===== config.mk =====
export PLATFORM = sky130hd
export DESIGN_NAME = lcd_host
export DESIGN_NICKNAME = d
export VERILOG_FILES = /design/src/rtl/lcd_pkg.sv /design/src/rtl/lcd_img_buf.sv /design/src/rtl/lcd_host.sv
export SDC_FILE = /design/constraint.sdc
export NUM_CORES = 1
export LEC_CHECK = 0
export BUFFER_PORTS_ARGS = -buffer_cell sky130_fd_sc_hd__buf_2
export CORE_UTILIZATION = 45
export CTS_BUF_LIST = sky130_fd_sc_hd__clkbuf_16
export CTS_CLUSTER_DIAMETER = 80
export DETAILED_ROUTE_END_ITERATION = 8
export PLACE_DENSITY = 0.61
export SYNTH_ARGS = -nofsm -noshare
export SYNTH_HDL_FRONTEND = slang
export SYNTH_SLANG_ARGS = --single-unit

===== constraint.sdc =====
create_clock -name clk -period 2.6 [get_ports clk]
set_input_delay 0.39 -clock clk [delete_from_list [all_inputs] [get_ports clk]]
set_output_delay 0.39 -clock clk [all_outputs]
set_load 0.005 [all_outputs]

===== src/rtl/lcd_pkg.sv =====
// Shared definitions for the LCD host: command encodings, host state set,
// default frame/window geometry and the controller busy timeout.
package lcd_pkg;

  localparam int PIX_W         = 8;
  localparam int IMG_BYTES_DEF = 36;
  localparam int WIN_BYTES_DEF = 9;
  localparam int BUSY_TIMEOUT  = 64;

  typedef enum logic [2:0] {
    CMD_REFLASH = 3'd0,
    CMD_LOAD    = 3'd1,
    CMD_SHIFT_R = 3'd2,
    CMD_SHIFT_L = 3'd3,
    CMD_SHIFT_U = 3'd4,
    CMD_SHIFT_D = 3'd5
  } lcd_cmd_e;

  typedef enum logic [2:0] {
    ST_IDLE,
    ST_FILL,
    ST_ISSUE,
    ST_LOAD,
    ST_GUARD,
    ST_WAIT_BUSY
  } host_state_e;

  // Codes 6 and 7 are reserved and never reach the controller.
  function automatic logic op_supported(input logic [2:0] op);
    return op <= 3'd5;
  endfunction

endpackage


===== src/rtl/lcd_img_buf.sv =====
// Image staging buffer: bytes written in raster order until full, then
// streamed out through a separate read pointer; a clear empties both.
module lcd_img_buf
  import lcd_pkg::*;
#(
  parameter int DEPTH  = IMG_BYTES_DEF,
  parameter int DATA_W = PIX_W
) (
  input  logic              clk,
  input  logic              reset,
  input  logic              i_clr,
  input  logic              i_wr_en,
  input  logic [DATA_W-1:0] i_wr_data,
  input  logic              i_rd_en,
  output logic [DATA_W-1:0] o_rd_data,
  output logic              o_full,
  output logic              o_wr_last,
  output logic              o_rd_done
);

  localparam int AW = $clog2(DEPTH + 1);
  localparam int IW = $clog2(DEPTH);

  logic [DATA_W-1:0] r_mem [DEPTH];
  logic [AW-1:0]     r_wptr;
  logic [AW-1:0]     r_rptr;
  logic              r_full;
  logic              w_wr;

  assign w_wr      = i_wr_en && !r_full;
  assign o_full    = r_full;
  assign o_wr_last = (r_wptr == AW'(DEPTH - 1));
  assign o_rd_done = (r_rptr == AW'(DEPTH));
  assign o_rd_data = (r_rptr < AW'(DEPTH)) ? r_mem[r_rptr[IW-1:0]] : '0;

  always_ff @(posedge clk or posedge reset) begin
    if (reset) begin
      r_wptr <= '0;
      r_rptr <= '0;
      r_full <= 1'b0;
    end else if (i_clr) begin
      r_wptr <= '0;
      r_rptr <= '0;
      r_full <= 1'b0;
    end else begin
      if (w_wr) begin
        r_wptr <= r_wptr + 1'b1;
        if (o_wr_last)
          r_full <= 1'b1;
      end
      if (i_rd_en && !o_rd_done)
        r_rptr <= r_rptr + 1'b1;
    end
  end

  always_ff @(posedge clk) begin
    if (w_wr)
      r_mem[r_wptr[IW-1:0]] <= i_wr_data;
  end

endmodule


===== src/rtl/lcd_host.sv =====
// Host sequencer between an upstream pixel/op source and an LCD controller:
// stages the frame, issues commands, streams image bytes and captures windows.
module lcd_host
  import lcd_pkg::*;
#(
  parameter int IMG_BYTES = IMG_BYTES_DEF,
  parameter int WIN_BYTES = WIN_BYTES_DEF,
  parameter int DATA_W    = PIX_W
) (
  input  logic              clk,
  input  logic              reset,
  input  logic [DATA_W-1:0] i_pix_in,
  input  logic              i_pix_valid,
  output logic              o_pix_ready,
  input  logic [2:0]        i_op,
  input  logic              i_op_valid,
  output logic              o_op_ready,
  output logic [2:0]        o_lcd_cmd,
  output logic              o_lcd_cmd_valid,
  output logic [DATA_W-1:0] o_lcd_datain,
  input  logic              i_lcd_busy,
  input  logic [DATA_W-1:0] i_lcd_dataout,
  input  logic              i_lcd_output_valid,
  output logic [DATA_W-1:0] o_out_pix,
  output logic              o_out_valid,
  output logic              o_out_last,
  output logic              o_err
);

  host_state_e       r_state;
  lcd_cmd_e          r_op;
  logic              r_pend;
  logic              r_refl;
  logic [3:0]        r_cnt;
  logic [6:0]        r_tmo;
  logic              r_pix_ready;
  logic              r_op_ready;
  logic [2:0]        r_cmd;
  logic              r_cmd_valid;
  logic [DATA_W-1:0] r_datain;
  logic [DATA_W-1:0] r_out_pix;
  logic              r_out_valid;
  logic              r_out_last;
  logic              r_err;

  logic              w_pix_xfer;
  logic              w_op_xfer;
  logic              w_rd_en;
  logic              w_clr;
  logic [DATA_W-1:0] w_rd_data;
  logic              w_full;
  logic              w_wr_last;
  logic              w_rd_done;
  logic              w_full_nxt;
  logic              w_cap;
  logic [3:0]        w_cnt_nxt;

  assign w_pix_xfer = i_pix_valid && r_pix_ready;
  assign w_op_xfer  = i_op_valid && r_op_ready;
  assign w_rd_en    = (r_state == ST_ISSUE && r_cmd_valid && r_op == CMD_LOAD) ||
                      (r_state == ST_LOAD && !w_rd_done);
  assign w_clr      = (r_state == ST_LOAD) && w_rd_done;
  // Full flag as it will stand after this edge, so ready outputs can be registered.
  assign w_full_nxt = !w_clr && (w_full || (w_pix_xfer && w_wr_last));
  assign w_cap      = i_lcd_output_valid && r_refl && (r_cnt != 4'(WIN_BYTES));
  assign w_cnt_nxt  = r_cnt + {3'b000, w_cap};

  lcd_img_buf #(
    .DEPTH  (IMG_BYTES),
    .DATA_W (DATA_W)
  ) u_buf (
    .clk       (clk),
    .reset     (reset),
    .i_clr     (w_clr),
    .i_wr_en   (w_pix_xfer),
    .i_wr_data (i_pix_in),
    .i_rd_en   (w_rd_en),
    .o_rd_data (w_rd_data),
    .o_full    (w_full),
    .o_wr_last (w_wr_last),
    .o_rd_done (w_rd_done)
  );

  always_ff @(posedge clk or posedge reset) begin
    if (reset) begin
      r_state     <= ST_IDLE;
      r_op        <= CMD_REFLASH;
      r_pend      <= 1'b0;
      r_refl      <= 1'b0;
      r_cnt       <= '0;
      r_tmo       <= '0;
      r_pix_ready <= 1'b0;
      r_op_ready  <= 1'b0;
      r_cmd       <= '0;
      r_cmd_valid <= 1'b0;
      r_datain    <= '0;
      r_out_pix   <= '0;
      r_out_valid <= 1'b0;
      r_out_last  <= 1'b0;
      r_err       <= 1'b0;
    end else begin
      r_cmd_valid <= 1'b0;
      r_op_ready  <= 1'b0;
      r_pix_ready <= 1'b0;
      r_out_valid <= 1'b0;
      r_out_last  <= 1'b0;
      r_cnt       <= w_cnt_nxt;

      // Window bytes are only legal while a REFLASH is outstanding and not yet complete.
      if (i_lcd_output_valid) begin
        if (w_cap) begin
          r_out_pix   <= i_lcd_dataout;
          r_out_valid <= 1'b1;
          r_out_last  <= (r_cnt == 4'(WIN_BYTES - 1));
        end else begin
          r_err <= 1'b1;
        end
      end

      case (r_state)
        ST_IDLE: begin
          r_cnt <= '0;
          if (w_op_xfer && !op_supported(i_op))
            r_err <= 1'b1;
          if (w_op_xfer && op_supported(i_op)) begin
            r_op <= lcd_cmd_e'(i_op);
            if (i_op != CMD_LOAD || w_full_nxt) begin
              r_state <= ST_ISSUE;
            end else begin
              r_pend      <= 1'b1;
              r_state     <= ST_FILL;
              r_pix_ready <= 1'b1;
            end
          end else if (w_pix_xfer) begin
            r_pend      <= 1'b0;
            r_state     <= ST_FILL;
            r_pix_ready <= !w_full_nxt;
          end else begin
            r_op_ready  <= 1'b1;
            r_pix_ready <= !w_full_nxt;
          end
        end

        // Without a held op, FILL falls back to IDLE once the stream pauses or fills.
        ST_FILL: begin
          if (r_pend && w_full_nxt) begin
            r_pend  <= 1'b0;
            r_state <= ST_ISSUE;
          end else if (!r_pend && (!w_pix_xfer || w_full_nxt)) begin
            r_state     <= ST_IDLE;
            r_op_ready  <= 1'b1;
            r_pix_ready <= !w_full_nxt;
          end else begin
            r_pix_ready <= !w_full_nxt;
          end
        end

        ST_ISSUE: begin
          if (r_cmd_valid) begin
            r_tmo <= '0;
            if (r_op == CMD_LOAD) begin
              r_datain <= w_rd_data;
              r_state  <= ST_LOAD;
            end else begin
              r_state <= ST_GUARD;
            end
          end else if (i_lcd_busy) begin
            if (r_tmo == 7'(BUSY_TIMEOUT)) begin
              r_err       <= 1'b1;
              r_tmo       <= '0;
              r_state     <= ST_IDLE;
              r_op_ready  <= 1'b1;
              r_pix_ready <= !w_full_nxt;
            end else begin
              r_tmo <= r_tmo + 7'd1;
            end
          end else begin
            r_cmd_valid <= 1'b1;
            r_cmd       <= r_op;
            r_refl      <= (r_op == CMD_REFLASH);
            r_tmo       <= '0;
          end
        end

        ST_LOAD: begin
          if (w_rd_done)
            r_state <= ST_GUARD;
          else
            r_datain <= w_rd_data;
        end

        ST_GUARD: begin
          r_tmo   <= '0;
          r_state <= ST_WAIT_BUSY;
        end

        ST_WAIT_BUSY: begin
          if (i_lcd_busy) begin
            if (r_tmo == 7'(BUSY_TIMEOUT)) begin
              r_err       <= 1'b1;
              r_tmo       <= '0;
              r_refl      <= 1'b0;
              r_state     <= ST_IDLE;
              r_op_ready  <= 1'b1;
              r_pix_ready <= !w_full_nxt;
            end else begin
              r_tmo <= r_tmo + 7'd1;
            end
          end else begin
            if (r_refl && w_cnt_nxt != 4'(WIN_BYTES))
              r_err <= 1'b1;
            r_refl      <= 1'b0;
            r_state     <= ST_IDLE;
            r_op_ready  <= 1'b1;
            r_pix_ready <= !w_full_nxt;
          end
        end

        default: r_state <= ST_IDLE;
      endcase
    end
  end

  assign o_pix_ready     = r_pix_ready;
  assign o_op_ready      = r_op_ready;
  assign o_lcd_cmd       = r_cmd;
  assign o_lcd_cmd_valid = r_cmd_valid;
  assign o_lcd_datain    = r_datain;
  assign o_out_pix       = r_out_pix;
  assign o_out_valid     = r_out_valid;
  assign o_out_last      = r_out_last;
  assign o_err           = r_err;

endmodule


==> flow_metrics.py, run 1 <==
metrics = {
    "clock_tree": {
        "clk_latency_ns": 0.51,
        "root_buffer": "clkbuf_16",
        "htree_levels": 2,
        "cts_setup_buffers": 0,
        "numCtsBuffers": 36,
        "cts_buffer_depth": 3,
        "cts_tree": "done",
        "clk_pin_slew_worst_paths_ns": 0.06,
        "cts.sinks": 345,
    },
    "cells_and_area": {
        "fillers": 2507,
        "final_cell_mix": "288 x edfxtp_1, 64 x nor2_1, 58 x buf_4",
        "final_common_cell": "edfxtp_1",
        "insertedDiodeCount": 0,
        "layout-drive-gt1-share_pct": 27.7,
        "nets": 987,
        "multiInputGateArea_um2": 3810,
        "areaGrowthSynthToFinish_pct": 16.0,
        "final-seq-area_um2": 10100,
    },
    "critical_path": {
        "crit_slowest_cell": "dfrtp_4",
        "cp_slowest_stage_delay_ns": 0.63,
        "regToRegEndpoint": "o_lcd_datain[1]$_DFFE_PP0P_",
        "rr_worst_depth": 6,
        "crit_path_max_fanout": 16,
        "end_kind": "flip-flop",
        "cp_data_arrival_time_ns": 2.73,
        "worstReg2RegStart": "u_buf.r_rptr[0]$_DFFE_PP0P_",
        "crit_type": "reg -> reg",
        "rrSetupSlack_ns": 0.26,
        "required_ns": 3.00,
        "start_kind": "flip-flop",
        "crit_start": "u_buf.r_rptr[0]$_DFFE_PP0P_",
        "crit_chain": "inv_2 -> ha_1 -> and2_1 -> a21o_1 -> a31oi_1 -> a32o_1",
        "crit_end": "o_lcd_datain[1]$_DFFE_PP0P_",
    },
    "timing": {
        "hold_ws_ns": 0.124,
        "finalMaxSlewViolations": 0,
        "finalCriticalPeriod_ns": 2.34,
        "relSlewSlack_pct": 43.5,
        "setup_viol": 0,
        "fmax_ghz": 0.428,
        "final-hold-violation-count": 0,
        "fin_crit_sh_pct": 89.9,
        "rsz0062_at_grt": "no",
        "tns_ns": 0,
        "worstMarginPinSlew_ns": 0.845,
        "fin_skew_ns": 0.0159,
    },
    "synthesis": {
        "yosys-top-cells-area": "edfxtp_1 61%, dfrtp_1 10%, mux4_2 7.0%, mux2_2 3.6%, mux2i_1 1.8%",
        "synth_area_um2": 14100,
        "synth_area_per_cell_um2": 16.7,
        "synthCells": 846,
        "synth_top_area_cell": "edfxtp_1",
        "synth_ff_type": "edfxtp_1",
        "ys_types": 60,
        "synthArstFlopShare_pct": 16.5,
        "ys.warnings.count": 0,
        "ys_seq_area_share_pct": 71.4,
        "yosysTopAreaCellShare_pct": 61.3,
        "synth_edf_count": 288,
        "syn_nets": 878,
        "ys_ff_latch": 345,
    },
    "drt": {
        "first_iter_violations": 659,
        "vias": 7908,
        "drc": 16,
        "routed_wl_um": 31300,
        "ant_nets": 0,
        "vias_per_cell": 5.75,
        "post_drt_wl_per_cell_um": 22.8,
        "first_pass_iters": 8,
    },
    "run_status": {
        "status": "finished, violations left",
        "failed_checks": "design-rule violations",
    },
    "global_route": {
        "grt_max_degree": 37,
        "grt_pass1_wl_um": 47100,
        "grtUsageTotal_pct": 20.1,
        "overflow": 0,
        "met1_usage_pct": 28.5,
        "grt-busiest-layer": "met2",
        "met2_usage_pct": 31.6,
        "grt_pass1_vias": 7799,
        "globalRouteMet3Util_pct": 3.48,
        "antenna_found_initial": 0,
    },
    "floorplan": {
        "ios": 50,
        "die_w_um": 179,
        "chipHeight_um": 179,
        "rows": 64,
        "core_um2": 30700,
        "die-area_um2": 32100,
        "start_util_pct": 45.9,
    },
    "pwr": {
        "pwr_density_cell_nw_per_um2": 1010,
        "ir_drop_mv": 0.566,
        "power.leakage_nw": 5.74,
    },
    "place": {
        "port-buffer-count": 49,
        "dpl.hpwl_um": 20600,
        "gp_congestion": 0.834,
    },
    "job": {
        "cap_violations": 0,
    },
    "min_path": {
        "worstHoldPathType": "in -> reg",
    },
}
worst max-delay path: cells and delay by family (launching register included):
kind	cells	cell delay [ns]
flip-flops	1	0.63
AO/OA/AOI/OAI	3	0.86
AND/OR/NAND/NOR	1	0.19
adder cells (fa/ha/maj)	1	0.28
buffers and inverters	1	0.25
registers in the layout (all words and copies together), names as in the netlist, 4 cells and up:
signal / count
o_out_pix: 8
o_lcd_datain: 8
u_buf.r_wptr: 6
r_tmo: 7
u_buf.r_rptr: 6
u_buf.r_mem: 288
r_cnt: 4
cell type report:
class	count	share of cell area, %
well taps	396	3.03
clock inverters	26	1.38
clock buffers	37	5.66
flip-flops and latches	345	61.6
repair buffers	113	4.83
inverters	8	0.184
multi-input cells	451	23.3
power by group:
group / switching [mW] / internal (mW) / leakage, nW
clock network: 2.04 / 2.97 / 0.576
logic: 2.47 / 2.10 / 1.86
registers: 0.493 / 6.47 / 3.31
synthesized netlist by cell type (8+ instances only):
| cell type | count |
|---|---|
| nor2_1 | 64 |
| a21oi_1 | 20 |
| clkbuf_1 | 22 |
| nor2b_1 | 23 |
| a31oi_1 | 8 |
| mux2i_1 | 26 |
| a211o_1 | 10 |
| nand3b_1 | 9 |
| mux4_2 | 44 |
| o22ai_1 | 21 |
| nand3_1 | 12 |
| buf_2 | 16 |
| edfxtp_1 | 288 |
| nand2_1 | 31 |
| a211oi_1 | 12 |
| o21ai_0 | 17 |
| mux2_2 | 45 |
| dfrtp_1 | 57 |
timing repair:
action / 4_1_cts / 5_1_grt
hold buffers: 1 / 0
endpoints found under the hold margin: 25 / 0
endpoints found under the setup margin: 0 / 0
resized for setup: 0 / 0
per-stage QoR:
stage	setup WS (ns)	util [%]	std cells	instance area, um2	power [mW]
after detailed placement	0.286	49.4	1312	15200	11.7
final	0.262	53.2	1376	16400	16.5
after CTS	0.276	53.2	1376	16400	16.7
after global placement	0.297	49.4	1312	15200	11.6
after global routing	0.110	53.2	1376	16400	17.3
after floorplan	0.497	-	846	14100	9.90
layer usage:
metal  wire length (um)  share of wire, %
met1              14000                45
met2              14900                47
met5                  0                 0
met3               1600               5.1
met4                822               2.6
logic make-up (layout without fill, tap and decap cells):
group | after synthesis | after routing | share of synthesized area (%)
multiplexers | 115 | 115 | 12.5
buffers and inverters | 50 | 184 | 1.58
flip-flops | 345 | 345 | 71.4
AND/OR/NAND/NOR | 187 | 187 | 6.76
adder cells (fa/ha/maj) | 7 | 7 | 0.621
AO/OA/AOI/OAI | 133 | 133 | 6.61
XOR/XNOR | 9 | 9 | 0.559
worst min-delay path by stage:
stage	startpoint	slack, ns	cells after the start	to
after floorplan	r_cnt[0]$_DFF_PP0_	0.46	1	o_out_last$_DFF_PP0_
after global placement	o_err$_DFF_PP0_	0.47	2	o_err$_DFF_PP0_
after detailed placement	o_err$_DFF_PP0_	0.48	2	o_err$_DFF_PP0_
after CTS	i_lcd_dataout[4]	0.10	2	o_out_pix[4]$_DFFE_PP0P_
after global routing	i_lcd_dataout[4]	0.11	2	o_out_pix[4]$_DFFE_PP0P_
final	i_lcd_dataout[3]	0.12	2	o_out_pix[3]$_DFFE_PP0P_
No activity file was read; power rests on OpenSTA's default activity.
==> run 2, diff against run 1 <==
--- a/config.mk
+++ b/config.mk
@@ -9,8 +9,10 @@
 export CORE_UTILIZATION = 45
 export CTS_BUF_LIST = sky130_fd_sc_hd__clkbuf_16
 export CTS_CLUSTER_DIAMETER = 80
+export CTS_CLUSTER_SIZE = 8
 export DETAILED_ROUTE_END_ITERATION = 8
 export PLACE_DENSITY = 0.61
+export REMOVE_ABC_BUFFERS = 1
 export SYNTH_ARGS = -nofsm -noshare
 export SYNTH_HDL_FRONTEND = slang
 export SYNTH_SLANG_ARGS = --single-unit
==> run 2 against run 1 <==
Effect of this change:
- the flow still finishes with violations (design-rule violations)
- clock skew down 0.0039 ns
- critical path depth increased by 1
- critical path type unchanged
- routed wire length up 1.4%
==> flow_metrics.py, run 2 (synthesis results as in run 1) <==
metrics = {
    "run_status": {
        "status": "finished, violations left",
        "failed_checks": "design-rule violations",
    },
    "pwr": {
        "p_seq_share_pct": 41.0,
        "power.leakage_nw": 5.99,
        "swShare_pct": 30.1,
        "ir_drop_mv": 0.616,
        "pwr-share-comb_pct": 26.0,
        "pwr-share-clk_pct": 33.1,
        "pwr_density_cell_nw_per_um2": 1030,
        "intPower_mw": 12.0,
        "switching_power_mw": 5.17,
    },
    "place": {
        "dpl.hpwl_um": 20300,
        "port-buffer-count": 49,
        "gp_congestion": 0.842,
        "dpl_cell_area_um2": 15200,
        "pre_cts_slack_ns": 0.272,
    },
    "clock_tree": {
        "htree_levels": 2,
        "cts_setup_buffers": 0,
        "clk_pin_slew_worst_paths_ns": 0.05,
        "cts_resized": 0,
        "cts_buffer_depth": 3,
        "numCtsBuffers": 49,
        "ctsHoldBuffers": 1,
        "cts_tree": "done",
        "cts.sinks": 345,
        "clk_latency_ns": 0.54,
        "root_buffer": "clkbuf_16",
    },
    "timing": {
        "fmax_ghz": 0.426,
        "finalMaxSlewViolations": 0,
        "fin_skew_ns": 0.0120,
        "setup_slack_ns": 0.254,
        "setup_viol": 0,
        "rsz0062_at_grt": "no",
        "tns_ns": 0,
        "relSlewSlack_pct": 41.8,
        "final-hold-violation-count": 0,
        "fin_crit_sh_pct": 90.2,
        "worstMarginPinSlew_ns": 0.871,
        "finalCriticalPeriod_ns": 2.35,
    },
    "drt": {
        "first_pass_iters": 7,
        "first_iter_violations": 613,
        "drc": 4,
        "vias_per_cell": 5.65,
        "ant_nets": 0,
        "vias": 7937,
        "post_drt_wl_per_cell_um": 22.6,
        "routed_wl_um": 31800,
    },
    "global_route": {
        "grt_max_degree": 37,
        "grtUsageTotal_pct": 20.6,
        "overflow": 0,
        "grt_pass1_wl_um": 48400,
        "grt_pass1_vias": 7902,
        "antenna_found_initial": 0,
    },
    "floorplan": {
        "start_util_pct": 45.9,
        "core_um2": 30700,
        "die_w_um": 179,
        "chipHeight_um": 179,
        "die-area_um2": 32100,
        "ios": 50,
        "rows": 64,
    },
    "min_path": {
        "hp-start": "i_lcd_dataout[4]",
        "worstHoldPathCells": 2,
        "holdPathEnd": "o_out_pix[4]$_DFFE_PP0P_",
        "worstHoldPathType": "in -> reg",
    },
    "critical_path": {
        "rr_worst_depth": 7,
        "required_ns": 3.01,
        "cp_slowest_stage_delay_ns": 0.75,
        "end_kind": "flip-flop",
        "crit_chain": "buf_4 -> mux2_2 -> o22ai_1 -> a211oi_1 -> buf_4 -> a21oi_1 -> o22ai_1",
        "rrSetupSlack_ns": 0.25,
        "crit_path_max_fanout": 23,
        "crit_type": "reg -> reg",
        "crit_slowest_cell": "dfrtp_2",
        "cp_data_arrival_time_ns": 2.75,
        "start_kind": "flip-flop",
        "worstReg2RegStart": "u_buf.r_rptr[2]$_DFFE_PP0P_",
        "regToRegEndpoint": "o_lcd_datain[7]$_DFFE_PP0P_",
    },
    "cells_and_area": {
        "final_common_cell": "edfxtp_1",
        "areaGrowthSynthToFinish_pct": 17.9,
        "largest_reg_flops": 288,
        "fillers": 2546,
        "layout-drive-gt1-share_pct": 27.5,
        "insertedDiodeCount": 0,
        "final-seq-area_um2": 10100,
        "design_area_um2": 16600,
        "nets": 1003,
        "fin_util_pct": 54.1,
        "final_cell_mix": "288 x edfxtp_1, 64 x nor2_1, 62 x buf_4",
        "multiInputGateArea_um2": 3810,
    },
    "job": {
        "cap_violations": 0,
    },
}
==> run 2: critical path, delay by kind of cell (launching register included) <==
kind	cells	cell delay (ns)
compound gates	4	0.59
buf+inv	2	0.50
flops	1	0.75
mux	1	0.36
==> run 2: worst max-delay path by stage <==
stage,startpoint,end,slack (ns),depth (start not counted)
3_5_place_dp,u_buf.r_rptr[2]$_DFFE_PP0P_,o_lcd_datain[7]$_DFFE_PP0P_,0.27,7
5_1_grt,u_buf.r_rptr[1]$_DFFE_PP0P_,o_lcd_datain[4]$_DFFE_PP0P_,0.11,5
2_1_floorplan,u_buf.r_rptr[0]$_DFFE_PP0P_,u_buf.r_rptr[3]$_DFFE_PP0P_,-1.07,6
6_report,u_buf.r_rptr[2]$_DFFE_PP0P_,o_lcd_datain[7]$_DFFE_PP0P_,0.25,7
4_1_cts,u_buf.r_rptr[0]$_DFFE_PP0P_,o_lcd_datain[7]$_DFFE_PP0P_,0.24,6
3_3_place_gp,u_buf.r_rptr[1]$_DFFE_PP0P_,o_lcd_datain[6]$_DFFE_PP0P_,0.30,5
==> run 2: power groups by stage <==
stage / clock network (mW) / registers [mW] / logic (mW)
detailed placement: 0 / 7.14 / 4.48
finish: 5.68 / 7.04 / 4.46
global placement: 0 / 7.13 / 4.46
CTS: 5.78 / 7.05 / 4.49
floorplan: 0 / 7.25 / 2.56
global route: 6.00 / 7.11 / 4.85
==> run 2: metrics by stage <==
stage	power (mW)	cells	hold WS, ns
after detailed placement	11.6	1315	0.487
after global routing	18.0	1404	0.0714
after global placement	11.6	1315	0.483
after floorplan	9.81	804	0.459
final	17.2	1404	0.0812
after CTS	17.3	1404	0.0542
==> run 2: layer usage <==
layer,share of wire (%),track usage [%]
met5,0,0
met4,1.8,5.44
met3,6.0,3.35
met2,48,32.6
met1,45,29.6
==> run 2: area by class of cell <==
class,count,area share [%]
Inverter,8,0.181
Multi-Input combinational cell,451,22.9
Sequential cell,345,60.6
Timing Repair Buffer,116,4.82
Tap cell,396,2.98
Clock buffer,49,7.37
Clock inverter,39,1.11
